--- config.mk ---
export PLATFORM = sky130hd
export DESIGN_NAME = five_arb_ctrl_flat
export DESIGN_NICKNAME = d
export VERILOG_FILES = /design/src/rtl/five_arb_ctrl_if.sv /design/src/rtl/five_arb_ctrl.sv /design/src/flat_wrapper.sv
export SDC_FILE = /design/constraint.sdc
export NUM_CORES = 1
export LEC_CHECK = 0
export CAP_MARGIN = 30
export CORE_AREA = 10 10 72 74
export CTS_BUF_LIST = sky130_fd_sc_hd__clkbuf_16
export DETAILED_ROUTE_END_ITERATION = 10
export DIE_AREA = 0 0 82 84
export PLACE_DENSITY = 0.7
export SYNTH_ARGS = -nofsm -noshare
export SYNTH_HDL_FRONTEND = slang
export SYNTH_SLANG_ARGS = --single-unit
--- constraint.sdc ---
create_clock -name clk -period 1.6 [get_ports clk]
set_input_delay 0.32 -clock clk [delete_from_list [all_inputs] [get_ports clk]]
set_output_delay 0.32 -clock clk [all_outputs]
set_load 0.01 [all_outputs]
--- src/rtl/five_arb_ctrl_if.sv ---
// Bus bundle for five_arb_ctrl: two requesters, the shared A/B datapath,
// the response channel and status outputs.
interface five_arb_ctrl_if;
    logic       req0_valid;
    logic       req1_valid;
    logic [2:0] req0_a;
    logic [2:0] req1_a;
    logic [3:0] req0_b;
    logic [3:0] req1_b;
    logic       req0_ready;
    logic       req1_ready;
    logic [2:0] dp_a;
    logic [3:0] dp_b;
    logic [4:0] dp_c;
    logic       dp_c1;
    logic       dp_c2;
    logic       rsp_valid;
    logic       rsp_id;
    logic [4:0] rsp_c;
    logic       rsp_c1;
    logic       rsp_c2;
    logic       rsp_ready;
    logic       busy;
    logic [7:0] op_cnt;

    // Controller side.
    modport slave (
        input  req0_valid, req1_valid, req0_a, req1_a, req0_b, req1_b,
        input  dp_c, dp_c1, dp_c2, rsp_ready,
        output req0_ready, req1_ready, dp_a, dp_b,
        output rsp_valid, rsp_id, rsp_c, rsp_c1, rsp_c2, busy, op_cnt
    );

    // Requester / datapath / consumer side.
    modport master (
        output req0_valid, req1_valid, req0_a, req1_a, req0_b, req1_b,
        output dp_c, dp_c1, dp_c2, rsp_ready,
        input  req0_ready, req1_ready, dp_a, dp_b,
        input  rsp_valid, rsp_id, rsp_c, rsp_c1, rsp_c2, busy, op_cnt
    );
endinterface

--- src/rtl/five_arb_ctrl.sv ---
// Two-requester round-robin controller for a shared combinational A/B
// datapath: accept one operation, hold operands for HOLD_CYCLES settle
// cycles, capture the result and present it until the consumer takes it.
module five_arb_ctrl #(
    parameter int unsigned HOLD_CYCLES = 1  // legal 1..15
) (
    input logic            clk,
    input logic            rst_n,
    five_arb_ctrl_if.slave bus
);

    typedef enum logic [1:0] {IDLE, ISSUE, RESP} state_t;

    localparam logic [3:0] SETTLE_INIT = 4'(HOLD_CYCLES - 1);

    state_t     state_q, state_d;
    logic [2:0] a_q, a_d;
    logic [3:0] b_q, b_d;
    logic       id_q, id_d;
    logic       last_grant_q, last_grant_d;
    logic [3:0] cnt_q, cnt_d;
    logic       rsp_valid_q, rsp_valid_d;
    logic [4:0] rsp_c_q, rsp_c_d;
    logic       rsp_c1_q, rsp_c1_d;
    logic       rsp_c2_q, rsp_c2_d;
    logic [7:0] op_cnt_q, op_cnt_d;

    logic any_valid;
    logic grant;

    // Round-robin pick: a lone requester wins, a tie goes to the one not served last.
    always_comb begin
        any_valid = bus.req0_valid | bus.req1_valid;
        grant     = 1'b0;
        if (bus.req0_valid && bus.req1_valid) begin
            grant = ~last_grant_q;
        end else if (bus.req1_valid) begin
            grant = 1'b1;
        end
    end

    // Ready is gated by rst_n so it drops the instant reset asserts, even with valid held high.
    assign bus.req0_ready = rst_n && (state_q == IDLE) && bus.req0_valid && !grant;
    assign bus.req1_ready = rst_n && (state_q == IDLE) && bus.req1_valid &&  grant;

    // Next-state and datapath-capture logic.
    always_comb begin
        // NOTE: every signal gets a default here so no path leaves one unassigned and infers a latch.
        state_d      = state_q;
        a_d          = a_q;
        b_d          = b_q;
        id_d         = id_q;
        last_grant_d = last_grant_q;
        cnt_d        = cnt_q;
        rsp_valid_d  = rsp_valid_q;
        rsp_c_d      = rsp_c_q;
        rsp_c1_d     = rsp_c1_q;
        rsp_c2_d     = rsp_c2_q;
        op_cnt_d     = op_cnt_q;

        unique case (state_q)
            IDLE: begin
                if (any_valid) begin
                    a_d          = grant ? bus.req1_a : bus.req0_a;
                    b_d          = grant ? bus.req1_b : bus.req0_b;
                    id_d         = grant;
                    last_grant_d = grant;
                    cnt_d        = SETTLE_INIT;
                    state_d      = ISSUE;
                end
            end
            ISSUE: begin
                if (cnt_q == 4'd0) begin
                    rsp_c_d     = bus.dp_c;
                    rsp_c1_d    = bus.dp_c1;
                    rsp_c2_d    = bus.dp_c2;
                    rsp_valid_d = 1'b1;
                    state_d     = RESP;
                end else begin
                    cnt_d = cnt_q - 4'd1;
                end
            end
            RESP: begin
                if (bus.rsp_ready) begin
                    rsp_valid_d = 1'b0;
                    op_cnt_d    = op_cnt_q + 8'd1;
                    state_d     = IDLE;
                end
            end
            default: state_d = IDLE;
        endcase
    end

    // State register; reset aborts any operation in flight.
    always_ff @(posedge clk or negedge rst_n) begin
        if (!rst_n) begin
            state_q      <= IDLE;
            a_q          <= '0;
            b_q          <= '0;
            id_q         <= 1'b0;
            last_grant_q <= 1'b1;
            cnt_q        <= '0;
            rsp_valid_q  <= 1'b0;
            rsp_c_q      <= '0;
            rsp_c1_q     <= 1'b0;
            rsp_c2_q     <= 1'b0;
            op_cnt_q     <= '0;
        end else begin
            // NOTE: non-blocking so every flop samples pre-edge values regardless of statement order.
            state_q      <= state_d;
            a_q          <= a_d;
            b_q          <= b_d;
            id_q         <= id_d;
            last_grant_q <= last_grant_d;
            cnt_q        <= cnt_d;
            rsp_valid_q  <= rsp_valid_d;
            rsp_c_q      <= rsp_c_d;
            rsp_c1_q     <= rsp_c1_d;
            rsp_c2_q     <= rsp_c2_d;
            op_cnt_q     <= op_cnt_d;
        end
    end

    assign bus.dp_a      = a_q;
    assign bus.dp_b      = b_q;
    assign bus.rsp_valid = rsp_valid_q;
    assign bus.rsp_id    = id_q;
    assign bus.rsp_c     = rsp_c_q;
    assign bus.rsp_c1    = rsp_c1_q;
    assign bus.rsp_c2    = rsp_c2_q;
    assign bus.busy      = (state_q != IDLE);
    assign bus.op_cnt    = op_cnt_q;

endmodule

--- src/flat_wrapper.sv ---
// flat-port wrapper written by rule: the top's interface ports become plain ports
module five_arb_ctrl_flat 
#(
    parameter int unsigned HOLD_CYCLES = 1                
)
  (clk, rst_n, bus_req0_valid, bus_req1_valid, bus_req0_a, bus_req1_a, bus_req0_b, bus_req1_b, bus_dp_c, bus_dp_c1, bus_dp_c2, bus_rsp_ready, bus_req0_ready, bus_req1_ready, bus_dp_a, bus_dp_b, bus_rsp_valid, bus_rsp_id, bus_rsp_c, bus_rsp_c1, bus_rsp_c2, bus_busy, bus_op_cnt);
  five_arb_ctrl_if bus_i ();
  input logic clk;
  input logic rst_n;
  input wire logic [$bits(bus_i.req0_valid)-1:0] bus_req0_valid;
  input wire logic [$bits(bus_i.req1_valid)-1:0] bus_req1_valid;
  input wire logic [$bits(bus_i.req0_a)-1:0] bus_req0_a;
  input wire logic [$bits(bus_i.req1_a)-1:0] bus_req1_a;
  input wire logic [$bits(bus_i.req0_b)-1:0] bus_req0_b;
  input wire logic [$bits(bus_i.req1_b)-1:0] bus_req1_b;
  input wire logic [$bits(bus_i.dp_c)-1:0] bus_dp_c;
  input wire logic [$bits(bus_i.dp_c1)-1:0] bus_dp_c1;
  input wire logic [$bits(bus_i.dp_c2)-1:0] bus_dp_c2;
  input wire logic [$bits(bus_i.rsp_ready)-1:0] bus_rsp_ready;
  output wire logic [$bits(bus_i.req0_ready)-1:0] bus_req0_ready;
  output wire logic [$bits(bus_i.req1_ready)-1:0] bus_req1_ready;
  output wire logic [$bits(bus_i.dp_a)-1:0] bus_dp_a;
  output wire logic [$bits(bus_i.dp_b)-1:0] bus_dp_b;
  output wire logic [$bits(bus_i.rsp_valid)-1:0] bus_rsp_valid;
  output wire logic [$bits(bus_i.rsp_id)-1:0] bus_rsp_id;
  output wire logic [$bits(bus_i.rsp_c)-1:0] bus_rsp_c;
  output wire logic [$bits(bus_i.rsp_c1)-1:0] bus_rsp_c1;
  output wire logic [$bits(bus_i.rsp_c2)-1:0] bus_rsp_c2;
  output wire logic [$bits(bus_i.busy)-1:0] bus_busy;
  output wire logic [$bits(bus_i.op_cnt)-1:0] bus_op_cnt;
  assign bus_i.req0_valid = bus_req0_valid;
  assign bus_i.req1_valid = bus_req1_valid;
  assign bus_i.req0_a = bus_req0_a;
  assign bus_i.req1_a = bus_req1_a;
  assign bus_i.req0_b = bus_req0_b;
  assign bus_i.req1_b = bus_req1_b;
  assign bus_i.dp_c = bus_dp_c;
  assign bus_i.dp_c1 = bus_dp_c1;
  assign bus_i.dp_c2 = bus_dp_c2;
  assign bus_i.rsp_ready = bus_rsp_ready;
  assign bus_req0_ready = bus_i.req0_ready;
  assign bus_req1_ready = bus_i.req1_ready;
  assign bus_dp_a = bus_i.dp_a;
  assign bus_dp_b = bus_i.dp_b;
  assign bus_rsp_valid = bus_i.rsp_valid;
  assign bus_rsp_id = bus_i.rsp_id;
  assign bus_rsp_c = bus_i.rsp_c;
  assign bus_rsp_c1 = bus_i.rsp_c1;
  assign bus_rsp_c2 = bus_i.rsp_c2;
  assign bus_busy = bus_i.busy;
  assign bus_op_cnt = bus_i.op_cnt;
  five_arb_ctrl #(.HOLD_CYCLES(HOLD_CYCLES)) u_core (.clk(clk), .rst_n(rst_n), .bus(bus_i));
endmodule
### Word level (Yosys, flattened, before mapping)

Index checks and enable logic that the tools add are counted.

* bitwise operators: 2
* eq/ne operators: 6
* muxes and demuxes: 14
* add/subtract/negate cells: 2
* reductions and logical operators: 18

Operators by type and width (count)
* two-way mux 4 bit: 3
* AND reduction 3 bit: 3
* adder 8 x 1 -> 8 bit (second input constant): 1
* one-hot mux 4 bit (2 select lines): 1
* logical AND 1 bit: 6
* two-way mux 2 bit: 3
* one-hot mux 2 bit (3 select lines): 1
* AND reduction 2 bit: 3
* nonzero test 2 bit: 3
* zero test 4 bit: 1
* two-way mux 1 bit: 4
* inequality test 2 x 1 -> 1 bit (second input constant): 2
* inequality test 2 bit (second input constant): 2
* subtractor 4 x 1 -> 4 bit (second input constant): 1
* two-way mux 3 bit: 1
* equality test 2 x 1 -> 1 bit (second input constant): 1
* equality test 2 bit (second input constant): 1
* zero test 2 bit: 1
* one-hot mux 1 bit (2 select lines): 1
* zero test 1 bit: 1
* inverter 1 bit: 1
* bitwise OR 1 bit: 1

* register bits: 31
* output and inout port bits: 27
* bits of input ports: 26
* logic and storage cells: 53

### Longest topological paths before layout

Gate-level depths: netlist of run 1.

* word-level depth: 4
* depth in mapped cells: 6
* mapped depth without buffers: 5

### Least setup slack after synthesis of run 1

Ideal clock, no wire load.

* path kind: register to register
* from: reg u_core.cnt_q[0]
* to: reg u_core.rsp_c1_q, in the netlist u_core.bus.rsp_c1
* slack: 0.120 ns
* setup time: 0.125 ns
* period minus slack after synthesis: 1.480 ns
* data required time: 1.475 ns
* cell stages (with the launch flop): 7
* path buffers: 1
* data arrival time: 1.355 ns
* path through: dfrtp_1 inv_1 ha_1 nor3b_4 nand2b_2 buf_6 mux2_4

* word-level cells in the longest chain between the ends: 2

Ends and longest elaborated chain
* start, declared: line five_arb_ctrl.sv:21 `logic [3:0] cnt_q, cnt_d;`
* start signal, assigned: line five_arb_ctrl.sv:115 `cnt_q <= cnt_d;`
* zero test 4 bit: line five_arb_ctrl.sv:73 `if (cnt_q == 4'd0) begin`
* AND reduction 2 bit (no source line)
* end signal, assigned: line five_arb_ctrl.sv:118 `rsp_c1_q <= rsp_c1_d;`
* end, declared: line five_arb_ctrl.sv:24 `logic rsp_c1_q, rsp_c1_d;`

No other way between the ends.
A chain may end at the register's enable or synchronous reset.

### Final worst setup path of run 1

* from: reg u_core.op_cnt_q[5], in the netlist u_core.bus.op_cnt[5]
* to: out bus_op_cnt[5]

RTL lines
* start, declared: line five_arb_ctrl.sv:26 `logic [7:0] op_cnt_q, op_cnt_d;`
* start signal, assigned: line five_arb_ctrl.sv:120 `op_cnt_q <= op_cnt_d;`
* end, declared: line flat_wrapper.sv:30 `output wire logic [$bits(bus_i.op_cnt)-1:0] bus_op_cnt;`

No word-level cell between the ends.

==> run metrics, run 1 <==
grt ovf 0; crit-path max cell delay 0.56 ns; DRT iter0 DRCs 51; Reg2Reg Depth 6; via count 1132; Tmin final 1.56 ns; Worst slew margin 71.0%; Area after DPL 0.00215 mm^2; Critical-path top delay cell clkdlybuf4s50_1; status completed; crit-path max FO 4; global-route wire length before repair 6350 um; final setup margin 0.0416 ns; initial antenna violation count 0; Buf/Inv on CP 1; Leak Pwr 1.09 nW; DP Wirelength 2800 um; Final Skew 0.00514 ns; number of global-route vias before repair 1269; Cell Rows 23; RSZ-0062 raised after global routing false; maximum VDD drop 0.945 mV; placed insts 226; share of cells above drive strength 1 29.2%; final hold violations 0; Area Overhead vs Synth 57.2%; # setup viols final 0; Worst setup EP type output port; RePlAce Congestion 0.741; Power Dens Cells 1880 mW/mm^2; Least-Margin Pin Slew 0.433 ns; die area 0.00689 mm^2; sequential area share after synthesis 52.3%; Worst-Skew Late Latency 0.27 ns; cell count after synthesis 113; DRT Pass-1 Iters 6; kind of critical path reg2out; CP Cell Sequence clkdlybuf4s50_1; worst hold slack 0.332 ns; H-tree depth 2; Num CTS Buffers 5; final worst path period share 97.4%; GRT Total Usage 11.8%; residual DRC count 0; Initial Utilization 38.5%; fin. max-slew vios 0; Hold Crit Class in2async; post-cts hold buffer count 0; max-cap violations 0; Mapped Area 0.00149 mm^2; CP startpoint kind register; clk slew on worst S/H paths 0.05 ns; pin count of the biggest net entering global routing 32; dpl ws -0.453 ns; Worst EP arrival 1.24 ns; Ports 53; core area 0.00386 mm^2; CP Depth 1; root buffer cell clkbuf_16; Syn Nets 142; Final Instance Count excl. Fillers 235; Die X 82 um; delay-heaviest family, CP buffers and inverters; Total Nets Final 213; Final ANT Viol Nets 0; most frequent cells in the layout clkdlybuf4s50_1, dfrtp_1, mux2_2; Max Fclk 0.642 GHz; WL final 3760 um; Max clock buf depth 2; CTS tree yes; Antenna Diode Count 0; Synth Area per Inst 13.2 um^2; most common cell after layout, fill and taps aside clkdlybuf4s50_1; drt wl/cell 16.0 um; DIE HEIGHT 84 um; count of cell types in the netlist 39; Required @ worst endpoint 1.28 ns; PortBufs 52; flops & latches, synth 31; DR vias/cell 4.82; clk sinks 31; final instance area 0.00234 mm^2; Syn. warnings 0
==> power breakdown <==
part / total [W] / leakage [nW] / internal [W] / switching (W)
registers: 0.00134 / 0.380 / 0.00112 / 0.000224
clock network: 0.00105 / 0.0812 / 0.000724 / 0.000323
logic: 0.00200 / 0.630 / 0.00120 / 0.000799
total: 0.00439 / 1.09 / 0.00304 / 0.00135
==> what timing repair did <==
action                     CTS  global route
gates resized for setup     15             7
pin swaps                    1             1
setup endpoints to repair   10            12
buffers inserted             0             1
==> cells by family after synthesis <==
kind of cell    Yosys count  share of synthesized area [%]
xor+xnor                  8                           4.71
flops                    31                           52.3
compound gates           12                           6.15
simple gates             33                           14.5
mux                      22                           18.4
buf+inv                   4                           1.52
fa+ha+maj                 3                           2.53
==> cells in the mapped netlist (all sizes together) <==
cell,count,area share [%]
mux2,21,18
o31ai,1,0.51
xnor2,5,2.9
a21oi,1,0.34
or2b,1,0.51
xor2,3,1.8
o21bai,1,0.51
nand3b,1,0.51
mux2i,1,0.67
a22o,1,0.59
nor3b,1,1.3
a31oi,1,0.42
o21ai,3,1.0
and3b,1,0.59
nand3,2,0.67
nand2b,4,2.4
nor3,3,1.0
a211oi,1,0.51
dfstp,1,1.8
o22ai,1,0.42
nor2,6,2.8
buf,1,0.76
a31o,1,0.59
nand4,1,0.42
inv,3,0.76
ha,3,2.5
nand2,9,2.3
dfrtp,30,51
or3,1,0.42
nor4,1,0.84
and3,2,0.84
a21boi,1,1.3
==> routing by layer <==
metal  wire length, um  GRT usage (%)  part of all wire, %
met1              1550           13.3                   41
met2              1690           17.6                   45
met3               448           6.90                   12
met4                71           4.64                  1.9
met5                 0              0                    0
==> registers in the layout, indices dropped and copies added, names as in the netlist <==
register and cells:
u_core.cnt_q 4, u_core.bus.rsp_c1 1, u_core.bus.dp_a 3, u_core.bus.dp_b 4, u_core.bus.op_cnt 8, u_core.bus.rsp_c 5
u_core.state_q 2, u_core.last_grant_q 1, u_core.bus.rsp_valid 1, u_core.bus.rsp_id 1, u_core.bus.rsp_c2 1
==> area by class of cell <==
cell class / count / area [um^2]
inverter: 3 / 11.3
sequential: 31 / 777
clock inverter: 3 / 38.8
timing repair buffer: 65 / 621
fill: 324 / 1520
tap: 50 / 62.6
multi-input combinational: 78 / 702
clock buffer: 5 / 125
==> final timing paths <==
kind | start | endpoint | slack [ns]
max | u_core.bus.op_cnt[5] | bus_op_cnt[5] | 0.04
min reg2reg | u_core.bus.rsp_valid | u_core.bus.rsp_valid | 0.49
min in group clk | u_core.bus.rsp_valid | u_core.bus.rsp_valid | 0.49
min | rst_n | u_core.state_q[1] | 0.33
max reg2reg | u_core.state_q[1] | u_core.bus.dp_b[0] | 0.09
max in group asynchronous | rst_n | u_core.last_grant_q | 0.94
==> stage by stage <==
stage,utilization [%],setup TNS [ns],total power (W)
2_1_floorplan,-,0,0.00240
3_3_place_gp,55.7,-3.22,0.00325
3_5_place_dp,55.7,-3.74,0.00333
4_1_cts,60.3,0,0.00443
5_1_grt,60.6,0,0.00470
6_report,60.6,0,0.00439
Power figures use the tool's default switching activity.
==> inputs of run 2 (changes only) <==
Settings changed: CORE_AREA 10 10 72 74 to 10 10 66 68, DIE_AREA 0 0 82 84 to 0 0 76 78, DONT_BUFFER_PORTS set to 1, PLACE_DENSITY 0.7 to 0.62.
==> run 2 against run 1 <==
  * Clock power barely moved
  * Register-to-register slack worse by 0.02 ns
  * Maximum frequency is 1.9% higher
  * Global-route usage is 0.38 points lower
  * Via count down 19%
  * Final cell count is 26% lower
  * Critical endpoint is now u_core.bus.dp_b[2]
  * Largest cell class unchanged
==> run metrics, run 2 (synthesis gave the netlist of run 1 again) <==
status completed; wl on met1 1310 um (-15%); clk sinks 31 (unchanged); Worst setup EP type register; Switch Pwr 0.00125 W (-7.1%); clk slew on worst S/H paths 0.05 ns (about the same); grt ovf 0 (unchanged); residual DRC count 0 (unchanged); Worst Hold Depth 1; metal2 WL 1590 um (-6.0%); H-tree depth 2 (unchanged); crit-path max FO 8 (+4); met3 wire length 382 um (-15%); placed insts 160 (-29%); Initial Utilization 46.8% (+8.2 points); Critical-path top delay cell dfrtp_2; delay-heaviest family, CP flip-flops; highest metal used met4; worst hold slack 0.105 ns (-0.227 ns); Antenna Diode Count 0 (unchanged); Largest register FFs 8 (unchanged); maximum VDD drop 0.820 mV (-13%); drt wl/cell 19.1 um (+20%); Net Sw Frac 33.1% (+2.4 points); Clock Power Share 27.7% (+3.8 points); TNS Setup 0 ns (unchanged); Final ANT Viol Nets 0 (unchanged); sequential power share 40.8% (+10 points); DRT Pass-1 Iters 4 (-2); die area 0.00593 mm^2 (-14%); Buf/Inv on CP 2 (+1); WL final 3330 um (-11%); Ports 53 (unchanged); Worst-Skew Late Latency 0.27 ns (about the same); kind of critical path reg2reg; DR vias/cell 5.24 (+8.8%); GRT Total Usage 11.4% (-0.38 points); PortBufs 0 (-100%); most frequent cells in the layout dfrtp_1, mux2_2, nand2_1; RSZ-0062 raised after global routing true; number of global-route vias before repair 1006 (-21%); Worst R2R Setup Slack 0.07 ns (-0.02 ns); Leak Pwr 0.814 nW (-25%); final instance area 0.00179 mm^2 (-23%); CP startpoint kind register; Area Overhead vs Synth 20.5%; max-cap violations 0 (unchanged); crit-path max cell delay 0.45 ns (-0.11 ns); hold_sp bus_req0_valid; Num CTS Buffers 5 (unchanged); final worst path period share 95.6% (-1.8 points); most common cell after layout, fill and taps aside dfrtp_1; via count 912 (-19%); RePlAce Congestion 0.737 (-0.59%); Required @ worst endpoint 1.76 ns (+0.48 ns); Hold Crit Class in2reg; Final Instance Count excl. Fillers 174 (-26%); CP Cell Sequence nor2_4 > buf_4 > inv_2 > nor2_8 > mux2_2; reg2reg end u_core.bus.dp_b[2]; Tmin final 1.53 ns (-0.0284 ns); Cell Rows 21 (-8.7%); Reg2Reg Depth 5 (-1); DP Wirelength 2390 um (-15%); share of cells above drive strength 1 37.5% (+8.3 points); Worst slew margin 70.2% (-0.84 points); core area 0.00318 mm^2 (-18%); Power Dens Cells 2110 mW/mm^2 (+12%); CTS tree yes; DIE HEIGHT 78 um (-7.1%); fillers 268 (-17%); Combinational Power Share 31.5% (-14 points); Die X 76 um (-7.3%); root buffer cell clkbuf_16; DRT iter0 DRCs 43 (-16%); internal power 0.00253 W (-17%); global-route wire length before repair 5310 um (-16%); Total Nets Final 156 (-27%); Worst EP arrival 1.69 ns (+0.45 ns); Final Skew 0.00509 ns (-0.0000517 ns); Reg2Reg Launch Point u_core.state_q[0]; Least-Margin Pin Slew 0.445 ns (+0.0126 ns); final hold violations 0 (unchanged); # setup viols final 0 (unchanged); initial antenna violation count 0 (unchanged); pin count of the biggest net entering global routing 32 (unchanged); Hold Path Sink u_core.last_grant_q; fin. max-slew vios 0 (unchanged); Max clock buf depth 2 (unchanged); Area after DPL 0.00155 mm^2 (-28%); Max Fclk 0.654 GHz (+1.9%)
run 2: changes by cell type in the layout (fill, tap and decap cells not counted), moves of 2 or more:
cell / delta
dlygate4sd2_1: -3
dlymetal6s2s_1: -3
buf_6: -3
clkbuf_2: -2
clkdlybuf4s50_1: -43
dfrtp_2: +2
buf_4: -5
dfrtp_1: -2
run 2: final cells by class:
cell class                 instances  area [um^2]  area share [%]
clock buffer                       5          125            6.98
sequential                        31          779            43.5
inverter                           3         11.3           0.628
timing repair buffer               8         75.1            4.19
tap                               46         57.6            3.21
multi-input combinational         78          704            39.3
clock inverter                     3         38.8            2.16
run 2: worst max-delay path by stage:
stage,end,slack (ns),depth (start not counted),from
6_report,u_core.bus.dp_b[2],0.07,5,u_core.state_q[0]
5_1_grt,u_core.bus.dp_a[2],-0.006,5,u_core.state_q[0]
4_1_cts,bus_req0_ready,0.01,4,u_core.state_q[1]
3_5_place_dp,u_core.bus.rsp_c2,0.09,5,u_core.cnt_q[0]
3_3_place_gp,u_core.bus.rsp_c[2],0.13,5,u_core.cnt_q[0]
2_1_floorplan,u_core.bus.rsp_c1,0.12,6,u_core.cnt_q[0]
run 2: repair_timing:
| item | CTS | global route |
|---|---|---|
| pin swaps | 0 | 3 |
| hold endpoints to repair | 31 | 0 |
| buffers inserted | 0 | 5 |
| gates resized for setup | 1 | 5 |
| setup endpoints to repair | 1 | 9 |
| hold buffers | 2 | 0 |
run 2: metrics by stage:
step	worst slack [ns]	utilization [%]	total power, W
6_report	0.0700	56.4	0.00378
5_1_grt	-0.00560	56.4	0.00402
4_1_cts	0.00979	54.9	0.00377
3_5_place_dp	0.0942	48.7	0.00267
3_3_place_gp	0.129	48.7	0.00260
2_1_floorplan	0.120	-	0.00240
run 2: per-layer routing:
layer | GRT usage [%] | vias up
met5 | 0 | -
met4 | 6.63 | 0
met3 | 6.91 | 5
met1 | 12.1 | 444
met2 | 17.2 | 36
li1 | - | 427
run 2: power by group through the flow:
stage / Sequential [W] / Combinational (W) / Clock, W
floorplan: 0.00145 / 0.000951 / 0
global placement: 0.00154 / 0.00106 / 0
CTS: 0.00154 / 0.00116 / 0.00106
global route: 0.00159 / 0.00132 / 0.00110
detailed placement: 0.00155 / 0.00112 / 0
finish: 0.00154 / 0.00119 / 0.00105
==> RTL change 1, RTL diff (config.mk and constraints of run 1) <==
The 3 states of `state_t` get a one-hot encoding in 3 bits.
--- a/src/rtl/five_arb_ctrl.sv
+++ b/src/rtl/five_arb_ctrl.sv
@@ -9,7 +9,7 @@
     five_arb_ctrl_if.slave bus
 );
 
-    typedef enum logic [1:0] {IDLE, ISSUE, RESP} state_t;
+    typedef enum logic [2:0] {IDLE = 3'b001, ISSUE = 3'b010, RESP = 3'b100} state_t;
 
     localparam logic [3:0] SETTLE_INIT = 4'(HOLD_CYCLES - 1);
 
Check against the original RTL: no difference found for any inputs over 10 cycles, from zero or initial values and one cycle with rst_n low; not proved beyond that.
==> RTL change 1 against run 1 <==
Routed wire length rose by 15%. Count of clock-buffer cells in the layout did not move. Non-clock buffer count is 9 higher. Area after synthesis is 1.9% higher. Fmax is 9.2% lower. Clock skew down 0.0014 ns. Setup slack got worse by 0.16 ns. Highest routed layer unchanged. Total power grew 8.3%. Sequential cell count grew 1. Hold slack better by 0.098 ns. Combinational power is 17% higher. Design area rose by 7.2%. The flow now finishes with violations (setup timing).
==> RTL change 1: results <==
[logic_synthesis]
yosys_warnings = 0
synthFlopType = "dfrtp_1"
ys_seq_area_share_pct = 53.06
synth_commonest_cells = "dfrtp_1 (30), mux2_2 (20), xnor2_1 (7)"
synth_nets = 146
yosysUniqueCellTypes = 34
synth_adder_area_share_pct = 2.479
muxShareOfSynthArea_pct = 16.36
synth_top_cells_by_area = "dfrtp_1 (50%), mux2_2 (15%), xnor2_1 (4.0%), dfstp_2 (3.5%), ha_1 (2.5%)"
async_flop_share_pct = 100.0
synthCells = 117
synth_compound_area_share_pct = 6.860
synthXorXnorAreaFrac_pct = 4.050

[timing]
worst_slack_ns = -0.1168
setup_viol = 11
finClkSkew_ns = 0.003761
whs_ns = 0.4302
fin_setup_tns_ns = -0.9192
max-slew-margin-rel_pct = 78.93

[final_layout]
nFillCells = 301
largest_reg_flops = 8
layout.nets = 226
drive_above_1_share_pct = 36.87
layout.cells.non_filler = 248
diodes = 0

[clock_tree]
cts-htree-levels = 2
clock_tree.root_cell = "clkbuf_16"
cts_buffer_depth = 2
clkTransAtPathRegs_ns = 0.05
clkLatencyLatePin_ns = 0.28
numCtsBuffers = 5

[placement]
portBuffers = 52
dpl_cell_area_mm2 = 0.002235
pre_cts_slack_ns = -0.4828
dp_hpwl_um = 3268
gp_congestion = 0.7802
dpl.cell_count = 237

[setup_path]
r2r_slack_ns = -0.10
rr_worst_depth = 6
reg2reg_from = "u_core.state_q[0]"
path_max_fanout = 3
r2r-end = "u_core.bus.dp_a[0]"
worstPathArrival_ns = 1.40

[run_status]
status = "finished with violations"
violations = "setup timing"

[global_routing]
grt_first_pass_wirelength_um = 6927
grt_max_degree = 21
grt.total_usage_pct = 12.88
grt_pass1_vias = 1470
grt_antenna_before_repair = 0

[min_path]
hold_class = "in -> async"

[job]
maxCapViolCount = 0

[routing]
postRouteWirelength_um = 4317
drt-initial-drc-count = 37
first_pass_iters = 4
viasPerCell = 4.956

[power]
leakagePower_nw = 1.126
ir_drop_uv = 1378
## RTL change 1: changes by cell type in the layout (fill, tap and decap cells not counted), sizes merged, moves of 3 or more
cell	run 1	this run
nand4	1	4
xor2	3	0
a21oi	1	4
clkdlybuf4s50	43	46
buf	14	25
a31oi	1	4
## RTL change 1: final cells by class
type	count	area, um^2	share of cell area [%]
inverters	4	17.52	0.6990
repair buffers	74	688.2	27.46
multi-input cells	80	769.5	30.70
flip-flops and latches	32	804.5	32.10
well taps	50	62.56	2.496
clock inverters	3	38.79	1.548
clock buffers	5	125.1	4.993
## RTL change 1: how the worst max path moves through the flow
stage / startpoint / endpoint / slack (ns)
detailed placement: bus_req0_valid / bus_req0_ready / -0.48
floorplan: u_core.state_q[0] / u_core.bus.dp_a[0] / 0.02
global placement: bus_req1_valid / bus_req1_ready / -0.41
CTS: u_core.state_q[0] / bus_req0_ready / -0.12
global route: u_core.state_q[0] / bus_req0_ready / -0.17
finish: u_core.state_q[0] / bus_req0_ready / -0.12
## RTL change 1: timing repair
item,CTS,global route
resized for setup,23,17
hold buffers,0,0
setup endpoints to repair,24,22
setup buffers,2,1
pin swaps,4,2
## RTL change 1: critical path, cell delays in order, from the launching register on
cell and delay, ns:
dfstp_2 0.52, nor3b_4 0.24, and4b_1 0.22, buf_2 0.14
## RTL change 1: per-layer routing
layer	GRT usage [%]	vias up	part of all wire (%)
met1	12.17	606	36
met3	7.004	7	7.5
met4	4.799	0	1.8
met2	22.40	31	55
met5	0	-	0
li1	-	585	-
## RTL change 1: report_power, final
group | total, W | internal [W] | switching, W
clock network | 0.00106 | 0.000725 | 0.000334
registers | 0.00137 | 0.00115 | 0.000221
logic | 0.00233 | 0.00136 | 0.000968
==> RTL change 2, RTL diff (config.mk and constraints of run 1) <==
Without the edit above. Take the reset off `b_q` and load it in a clocked block of its own.
--- a/src/rtl/five_arb_ctrl.sv
+++ b/src/rtl/five_arb_ctrl.sv
@@ -96,7 +96,6 @@
         if (!rst_n) begin
             state_q      <= IDLE;
             a_q          <= '0;
-            b_q          <= '0;
             id_q         <= 1'b0;
             last_grant_q <= 1'b1;
             cnt_q        <= '0;
@@ -109,7 +108,6 @@
             // NOTE: non-blocking so every flop samples pre-edge values regardless of statement order.
             state_q      <= state_d;
             a_q          <= a_d;
-            b_q          <= b_d;
             id_q         <= id_d;
             last_grant_q <= last_grant_d;
             cnt_q        <= cnt_d;
@@ -119,6 +117,10 @@
             rsp_c2_q     <= rsp_c2_d;
             op_cnt_q     <= op_cnt_d;
         end
+    end
+
+    always_ff @(posedge clk) begin
+        b_q <= b_d;
     end
 
     assign bus.dp_a      = a_q;
Function: changed (a bounded check fails within 4 cycles, from zero or initial values and one cycle with rst_n low).
==> RTL change 2 against run 1 <==
The flow now finishes with violations (setup timing). Design area up 0.59%. Area after synthesis fell by 5.1%. Count of clock-buffer cells in the layout stayed put. Sequential cell count unchanged. Via count is 0.97% lower. Setup slack lost 0.044 ns. Total power shrank 6.8%. Routed wire length increased by 3.1%. Largest cell class unchanged. Highest routed layer unchanged.
==> RTL change 2: results <==
[min_path]
hold_class = "in -> async"

[logic_synthesis]
ys_seq_area_share_pct = 56.52
async_flop_share_pct = 87.10
yosysUniqueCellTypes = 29
synth_edf_count = 4
synth_nets = 135
synth_commonest_cells = "dfrtp_1 (26), mux2_2 (19), nand2_1 (7)"
synth_top_cells_by_area = "dfrtp_1 (46%), mux2_2 (15%), edfxtp_1 (8.5%), xor2_1 (3.7%), nand3b_4 (2.8%)"
yosys_warnings = 0

[global_routing]
grt_pass1_vias = 1254
grt_antenna_before_repair = 0
grt_max_degree = 26
grt_first_pass_wirelength_um = 6092
grt.total_usage_pct = 11.46

[placement]
gp_congestion = 0.7169
pre_cts_slack_ns = -0.4569
portBuffers = 52
dp_hpwl_um = 2899

[setup_path]
reg2reg_from = "u_core.cnt_q[1]"
startpoint = "u_core.last_grant_q"
path_max_fanout = 2

[routing]
drt-initial-drc-count = 40
first_pass_iters = 4
viasPerCell = 4.730
postRouteWirelength_um = 3875

[clock_tree]
clock_tree.root_cell = "clkbuf_16"
clkLatencyLatePin_ns = 0.27
cts-htree-levels = 2
clkTransAtPathRegs_ns = 0.05
numCtsBuffers = 5
cts_buffer_depth = 2

[final_layout]
layout.nets = 215
nFillCells = 326
drive_above_1_share_pct = 33.69
diodes = 0
largest_reg_flops = 8

[timing]
finClkSkew_ns = 0.005395
setup_viol = 1
max-slew-margin-rel_pct = 73.86
fin_setup_tns_ns = -0.001882
worst_slack_ns = -0.001882

[run_status]
violations = "setup timing"
status = "finished with violations"

[power]
ir_drop_uv = 931.1
leakagePower_nw = 1.120

[job]
maxCapViolCount = 0
## RTL change 2: worst max-delay path, stage by stage, from the launching register on
cell	delay [ns]
dfstp_2	0.57
buf_6	0.12
nand2_4	0.05
and3_4	0.16
buf_6	0.11
## RTL change 2: final timing paths
check	to	slack, ns	cells past startpoint
min in group clk	u_core.bus.op_cnt[7]	0.48	1
min	u_core.bus.rsp_id	0.42	2
min reg2reg	u_core.bus.op_cnt[7]	0.48	1
max	bus_req1_ready	-0.002	4
max reg2reg	u_core.bus.rsp_c[0]	0.04	5
max in group asynchronous	u_core.bus.rsp_c[2]	0.80	2
## RTL change 2: final cells by class
type / count / area [um^2] / share of cell area [%]
sequential: 31 / 797.0 / 33.90
timing repair buffer: 73 / 688.2 / 29.27
multi-input combinational: 69 / 644.4 / 27.41
clock buffer: 5 / 125.1 / 5.322
tap: 50 / 62.56 / 2.661
inverter: 6 / 22.52 / 0.9580
clock inverter: 3 / 11.26 / 0.4790
## RTL change 2: logic make-up after synthesis
family,Yosys count,share of synthesized area [%]
flops,31,56.52
simple gates,30,14.11
mux,20,15.88
compound gates,8,4.259
xor+xnor,8,4.969
buf+inv,6,1.597
fa+ha+maj,3,2.662
## RTL change 2: repair_timing
item / in CTS / in global routing
endpoints found under the setup margin: 6 / 15
buffers inserted: 3 / 5
gates resized for setup: 18 / 14
pin swaps: 2 / 3
## RTL change 2: per-stage QoR
step           power [W]  std cells  utilization, %  cell area [um^2]  hold WS [ns]
6_report        0.004091        237           60.97              2351        0.4235
4_1_cts         0.003970        232           58.76              2266        0.4242
5_1_grt         0.004341        237           60.97              2351        0.4490
3_5_place_dp    0.003023        221           54.22              2091        0.4679
3_3_place_gp    0.002950        221           54.22              2091        0.4560
2_1_floorplan   0.002135        106               -              1410       0.02441
## RTL change 2: power by group
part / leakage, nW / switching, W / internal, W / total [W]
clock: 0.0701 / 0.000310 / 0.000557 / 0.000867
combinational: 0.680 / 0.000766 / 0.00112 / 0.00189
sequential: 0.370 / 0.000213 / 0.00113 / 0.00134
## RTL change 2: metal layers
layer  share of wire [%]  vias up  track usage [%]
li1                    -      530                -
met1                  37      555            11.70
met2                  53       31            18.76
met3                 9.3        5            6.897
met4                0.98        0            3.715
met5                   0        -                0
